## config.mk

```make
export PLATFORM = sky130hd
export DESIGN_NAME = mult_op_seq
export DESIGN_NICKNAME = d
export VERILOG_FILES = /design/src/rtl/mult_pkg.sv /design/src/rtl/mult_phase_align.sv /design/src/rtl/mult_op_seq.sv
export SDC_FILE = /design/constraint.sdc
export NUM_CORES = 1
export LEC_CHECK = 0
export CORE_ASPECT_RATIO = 1.4
export CORE_MARGIN = 2
export CORE_UTILIZATION = 45
export DETAILED_ROUTE_END_ITERATION = 8
export PLACE_DENSITY_LB_ADDON = 0.25
export SLEW_MARGIN = 0
export SYNTH_ARGS = -nofsm -noshare
export SYNTH_HDL_FRONTEND = slang
export SYNTH_SLANG_ARGS = --single-unit
```

## constraint.sdc

```tcl
create_clock -name clk -period 4 [get_ports clk]
set_input_delay 0.8 -clock clk [delete_from_list [all_inputs] [get_ports clk]]
set_output_delay 0.8 -clock clk [all_outputs]
set_load 0.05 [all_outputs]
```

## src/rtl/mult_pkg.sv

```systemverilog
// Shared types and constants for the mult_8_bit handshake wrapper.
// The FSM encoding and the window geometry are used by the top and the aligner.
package mult_pkg;

  localparam int OP_W       = 8;
  localparam int PROD_W     = 16;
  localparam int NUM_PHASES = 4;
  localparam int PHASE_W    = 2;
  // Counter must reach NUM_PHASES-1+ACC_LAG with ACC_LAG up to 3.
  localparam int CNT_W      = 3;

  localparam logic [PHASE_W-1:0] LAST_PHASE = PHASE_W'(NUM_PHASES - 1);

  typedef enum logic [2:0] {
    IDLE  = 3'd0,
    ALIGN = 3'd1,
    RUN   = 3'd2,
    DRAIN = 3'd3,
    DONE  = 3'd4
  } state_e;

endpackage

```

## src/rtl/mult_phase_align.sv

```systemverilog
// Finds the start of a four-phase nibble window on the multiplier's phase tap
// and counts cycles from that window start (t0) through RUN and DRAIN.
module mult_phase_align
  import mult_pkg::*;
(
  input  logic               clk,
  input  logic               rst,
  input  logic               req_i,
  input  logic               active_i,
  input  logic [PHASE_W-1:0] mul_state_i,
  output logic               start_o,
  output logic [CNT_W-1:0]   cnt_o
);

  logic [CNT_W-1:0] cnt_q;
  logic [CNT_W-1:0] cnt_d;

  // Phase 3 in this cycle means phase 0 (t0) in the next one.
  assign start_o = req_i && (mul_state_i == LAST_PHASE);

  always_comb begin
    cnt_d = cnt_q;
    if (start_o) begin
      cnt_d = '0;
    end else if (active_i) begin
      cnt_d = cnt_q + CNT_W'(1);
    end
  end

  always_ff @(posedge clk) begin
    if (rst) begin
      cnt_q <= '0;
    end else begin
      cnt_q <= cnt_d;
    end
  end

  assign cnt_o = cnt_q;

endmodule

```

## src/rtl/mult_op_seq.sv

```systemverilog
// Valid/ready front/back end for mult_8_bit: holds operands over one aligned
// nibble window and recovers the product as a difference of accumulator snapshots.
module mult_op_seq
  import mult_pkg::*;
#(
  parameter int ACC_LAG = 1
) (
  input  logic              clk,
  input  logic              rst,
  input  logic              in_valid,
  output logic              in_ready,
  input  logic [OP_W-1:0]   in_a,
  input  logic [OP_W-1:0]   in_b,
  output logic [OP_W-1:0]   mul_a,
  output logic [OP_W-1:0]   mul_b,
  input  logic [PHASE_W-1:0] mul_state,
  input  logic [PROD_W-1:0] mul_out,
  output logic              res_valid,
  input  logic              res_ready,
  output logic [PROD_W-1:0] res_prod,
  output logic              busy
);

  localparam logic [CNT_W-1:0] BASE_CNT  = CNT_W'(ACC_LAG - 1);
  localparam logic [CNT_W-1:0] RUN_LAST  = CNT_W'(NUM_PHASES - 1);
  localparam logic [CNT_W-1:0] DRAIN_END = CNT_W'(NUM_PHASES - 1 + ACC_LAG);

  state_e            state_q;
  logic              in_ready_q;
  logic              res_valid_q;
  logic              busy_q;
  logic [OP_W-1:0]   mul_a_q;
  logic [OP_W-1:0]   mul_b_q;
  logic [PROD_W-1:0] base_q;
  logic [PROD_W-1:0] res_prod_q;

  logic              accept;
  logic              align_req;
  logic              window_active;
  logic              t0_next;
  logic [CNT_W-1:0]  cnt;

  assign accept        = (state_q == IDLE) && in_valid && in_ready_q;
  assign align_req     = accept || (state_q == ALIGN);
  assign window_active = (state_q == RUN) || (state_q == DRAIN);

  mult_phase_align u_align (
    .clk         (clk),
    .rst         (rst),
    .req_i       (align_req),
    .active_i    (window_active),
    .mul_state_i (mul_state),
    .start_o     (t0_next),
    .cnt_o       (cnt)
  );

  always_ff @(posedge clk) begin
    if (rst) begin
      state_q     <= IDLE;
      in_ready_q  <= 1'b1;
      res_valid_q <= 1'b0;
      busy_q      <= 1'b0;
      mul_a_q     <= '0;
      mul_b_q     <= '0;
      base_q      <= '0;
      res_prod_q  <= '0;
    end else begin
      case (state_q)
        IDLE: begin
          if (accept) begin
            mul_a_q    <= in_a;
            mul_b_q    <= in_b;
            in_ready_q <= 1'b0;
            busy_q     <= 1'b1;
            // Accepting on phase 3 skips ALIGN entirely.
            state_q    <= t0_next ? RUN : ALIGN;
          end
        end
        ALIGN: begin
          if (t0_next) begin
            state_q <= RUN;
          end
        end
        RUN: begin
          // Snapshot taken just before phase 0's contribution lands on mul_out.
          if (cnt == BASE_CNT) begin
            base_q <= mul_out;
          end
          if (cnt == RUN_LAST) begin
            state_q <= DRAIN;
          end
        end
        DRAIN: begin
          if (cnt == DRAIN_END) begin
            // Modular difference: accumulator wrap cancels out.
            res_prod_q  <= mul_out - base_q;
            res_valid_q <= 1'b1;
            state_q     <= DONE;
          end
        end
        DONE: begin
          if (res_ready) begin
            res_valid_q <= 1'b0;
            in_ready_q  <= 1'b1;
            busy_q      <= 1'b0;
            state_q     <= IDLE;
          end
        end
        default: begin
          state_q     <= IDLE;
          in_ready_q  <= 1'b1;
          res_valid_q <= 1'b0;
          busy_q      <= 1'b0;
        end
      endcase
    end
  end

  assign in_ready  = in_ready_q;
  assign res_valid = res_valid_q;
  assign busy      = busy_q;
  assign mul_a     = mul_a_q;
  assign mul_b     = mul_b_q;
  assign res_prod  = res_prod_q;

endmodule

```

==> run summary <==
========================================================================================================
Clock buffers created by TritonCTS ........................................................            9
Slew at the pin closest to its max-slew limit .............................................     1.022 ns
Syn-to-layout area delta ..................................................................       33.83%
Setup crit start kind .....................................................................    input pin
Net load switching power ..................................................................  0.0004215 W
Starting density of the core ..............................................................       46.41%
Top-count cell post-synth ................................................................. sky130_fd_sc_hd__dfxtp_1
Distinct cells, synth .....................................................................           46
Area enclosed by the die boundary .........................................................    7025 um^2
Endpoint arrival time on the critical path ................................................      3.04 ns
Maximum fanout count along the critical path ..............................................            4
Number of enable-type register cells in the synthesized netlist ...........................            0
Via count .................................................................................        2,665
Buffer count from post-CTS setup fixing ...................................................            0
Status .................................................................................... complete, no violations
Via count of the first global-routing pass ................................................        2,508
Number of buffers inserted for hold repair after clock tree synthesis .....................            0
I/O pin cnt ...............................................................................           73
Gate count of the mapped netlist ..........................................................          350
Total of flip-flops plus latches after synthesis ..........................................           57
Number of buffers between clock root and the deepest sink .................................            2
Final WS setup ............................................................................     1.181 ns
Worst Setup End Kind ......................................................................    flip-flop
Final setup violation count ...............................................................            0
Largest net degree at the start of global routing .........................................           59
DR iter-0 viols ...........................................................................          122
CTS-repair resized insts ..................................................................            0
Max-slew violation count ..................................................................            0
Antenna diode instance count ..............................................................            0
Main synth FF type ........................................................................ sky130_fd_sc_hd__dfxtp_1
Placer's final routability congestion estimate ............................................       0.8995
Number of buffers added on ports ..........................................................           72
Placement Rows ............................................................................           34
Number of warning messages in the yosys log ...............................................            0
Routed wire length ........................................................................     6.632 mm
Synthesized net count .....................................................................          407
Design Area, Final ........................................................................    3831 um^2
Clk network pwr share .....................................................................        40.3%
Placement Setup Slack .....................................................................    0.8442 ns
Post-CTS clock slew at the launch and capture registers of the worst setup and hold paths .      0.06 ns
Placement Cell Area .......................................................................    3602 um^2
Post-route setup TNS ......................................................................         0 ns
Overall overflow remaining after global route .............................................            0
Final critical-path required period .......................................................     2.819 ns
Post-synth design cell area ...............................................................    2863 um^2
Via-per-instance ratio ....................................................................        5.395
Vertical die dimension ....................................................................     98.38 um
Power per standard cell area .............................................................. 397.8 nW/um^2
Crit-path leading delay family ............................................................ compound AO/OA/AOI/OAI gates
Total count of hold-check failures in the final report ....................................            0
Maxcap violations .........................................................................            0
Final cycle utilization of the critical path ..............................................       70.47%
Nets@finish ...............................................................................          474
Remaining routing DRC violations ..........................................................            0
Part of the Yosys area used for sequential elements .......................................       39.86%
Hold Crit Class ...........................................................................   reg -> reg
Antenna Violating Nets Remaining ..........................................................            0
Area share of the leading cell type in the synthesized netlist ............................       39.86%
Worst-Skew Late Latency ...................................................................      0.33 ns
Worst ir drop on vdd ......................................................................    0.2154 mV
Number of antenna violations at the first check in global routing .........................            0
Clock sinks ...............................................................................           57
Synth top cells by count .................................................................. sky130_fd_sc_hd__dfxtp_1 (57), sky130_fd_sc_hd__nand2_1 (50), sky130_fd_sc_hd__a21oi_1 (42)
Floorplan die width .......................................................................     71.41 um
Core area .................................................................................    6168 um^2
Average detailed-routed wire length per instance ..........................................     13.43 um
Total design power ........................................................................   0.001524 W
Net switching fraction of the power .......................................................       27.66%
Buffering stage count on the worst path with inverters included ...........................            2
Required time reported for the critical path endpoint .....................................      4.22 ns
Root buffer cell .......................................................................... sky130_fd_sc_hd__clkbuf_8
Slowest cell delay on critical path .......................................................      0.48 ns
Maximum level of the CTS H-tree ...........................................................            3
Design internal power .....................................................................   0.001103 W
GRT Util Overall ..........................................................................       19.59%
Number of iterations in the first detailed-routing pass ...................................            4
Share of async-settable or async-resettable flops after synthesis .........................           0%
Worst hold slack ..........................................................................    0.4501 ns
Post-DP HPWL ..............................................................................     4.729 mm
Cells along the critical path ............................................................. clkdlybuf4s50_1 -> inv_1 -> ha_1 -> fa_1 -> nand2b_1 -> a21oi_1 -> o31a_1 -> a2bb2oi_1 -> xnor2_1 -> o21ai_0
Cell type of the slowest stage on the worst timing path ................................... sky130_fd_sc_hd__clkdlybuf4s50_1
Cell type contributing the most total cell area after synthesis ........................... sky130_fd_sc_hd__dfxtp_1
Maximum clock frequency ...................................................................    354.8 MHz
Global-route wire length before repair ....................................................     10.97 mm
Avg Cell Area, Syn ........................................................................   8.179 um^2
Relative contribution of combinational cells to total power ...............................        19.8%
Largest cells by area after synthesis ..................................................... sky130_fd_sc_hd__dfxtp_1 (40%), sky130_fd_sc_hd__ha_1 (7.9%), sky130_fd_sc_hd__a21oi_1 (7.3%)
Setup Crit Path Kind ......................................................................    in -> reg
Worst slew margin relative to its limit ...................................................       31.85%
TritonCTS clock tree ......................................................................         done
Post-Route Skew ...........................................................................  0.004008 ns
Register share of total power .............................................................        39.9%
Setup repair after global routing missed its margin .......................................           no
Fraction of final layout cells sized beyond drive strength 1 ..............................       5.687%
Leak pwr ..................................................................................     1.413 nW
========================================================================================================
[metal layers]
layer | routed length [um] | up-vias | track usage [%]
met5 | 0 | - | 0
met1 | 2708 | 1220 | 21.09
met4 | 184 | 0 | 10.16
li1 | - | 1346 | -
met2 | 3367 | 80 | 34.54
met3 | 372 | 19 | 4.954
[worst reg2reg max path, delay by kind of cell, from the launching register on]
kind | cells | cell delay, ns
AOI/OAI and AO/OA | 4 | 0.84
buffers and inverters | 1 | 0.06
and+or+nand+nor | 2 | 0.62
adders and majority gates | 1 | 0.26
DFF | 1 | 0.37
[metrics by stage]
stage	cells	utilization, %
finish	494	62.11
global route	494	62.11
CTS	494	62.11
detailed placement	478	58.40
global placement	478	58.40
floorplan	350	-
[power by group through the flow]
stage / Combinational (W) / Sequential [W] / Clock (W)
detailed placement: 0.000300 / 0.000621 / 0
floorplan: 0.000158 / 0.000665 / 0
global route: 0.000329 / 0.000611 / 0.000649
finish: 0.000302 / 0.000608 / 0.000614
global placement: 0.000296 / 0.000620 / 0
CTS: 0.000303 / 0.000608 / 0.000626
[layout make-up]
cell class | instances | area (um^2)
sequential | 57 | 1141
inverter | 21 | 78.83
fill | 562 | 2337
tap | 72 | 90.09
clock buffer | 11 | 151.4
clock inverter | 5 | 77.57
multi-input combinational | 255 | 1569
timing repair buffer | 73 | 723.2
[final timing paths]
check | slack (ns) | to | cells past startpoint | start
worst min register to register | 0.45 | res_prod[3] | 2 | res_prod[3]
worst min-delay path | 0.45 | res_prod[3] | 2 | res_prod[3]
worst max-delay path | 1.18 | res_prod[12] | 10 | mul_out[0]
worst max register to register | 1.77 | res_prod[15] | 8 | base_q[1]
[cell families after synthesis]
kind of cell,after synthesis,share of synthesized area (%)
AOI/OAI and AO/OA,89,18.71
and+or+nand+nor,123,19.27
DFF,57,39.86
adders and majority gates,19,8.567
muxes,16,5.594
xor gates and xnor gates,8,2.447
buffers and inverters,38,5.551
[cell usage in the layout (no fill, tap or decap), types with 3 or more instances in the layout]
| master | n |
|---|---|
| sky130_fd_sc_hd__nor3_1 | 3 |
| sky130_fd_sc_hd__o21ai_0 | 13 |
| sky130_fd_sc_hd__and3_1 | 3 |
| sky130_fd_sc_hd__xor2_1 | 4 |
| sky130_fd_sc_hd__xnor2_1 | 4 |
| sky130_fd_sc_hd__clkbuf_8 | 11 |
| sky130_fd_sc_hd__a211oi_1 | 5 |
| sky130_fd_sc_hd__mux2i_1 | 16 |
| sky130_fd_sc_hd__inv_1 | 21 |
| sky130_fd_sc_hd__o21a_1 | 3 |
| sky130_fd_sc_hd__nor2_1 | 40 |
| sky130_fd_sc_hd__a21oi_1 | 42 |
| sky130_fd_sc_hd__o2111ai_1 | 3 |
| sky130_fd_sc_hd__nand2_1 | 50 |
| sky130_fd_sc_hd__clkdlybuf4s50_1 | 71 |
| sky130_fd_sc_hd__ha_1 | 18 |
| sky130_fd_sc_hd__a31oi_1 | 6 |
| sky130_fd_sc_hd__nand3_1 | 7 |
| sky130_fd_sc_hd__nand2b_1 | 3 |
| sky130_fd_sc_hd__dfxtp_1 | 57 |
| sky130_fd_sc_hd__a21o_1 | 5 |
[flip-flops by register name, indices dropped and copies added (netlist names)]
name and count:
res_valid 1, u_align.cnt_o 3, res_prod 16, in_ready 1
base_q 16, busy 1, mul_a 8, state_q 3
mul_b 8
(Power assumes the default switching activity.)
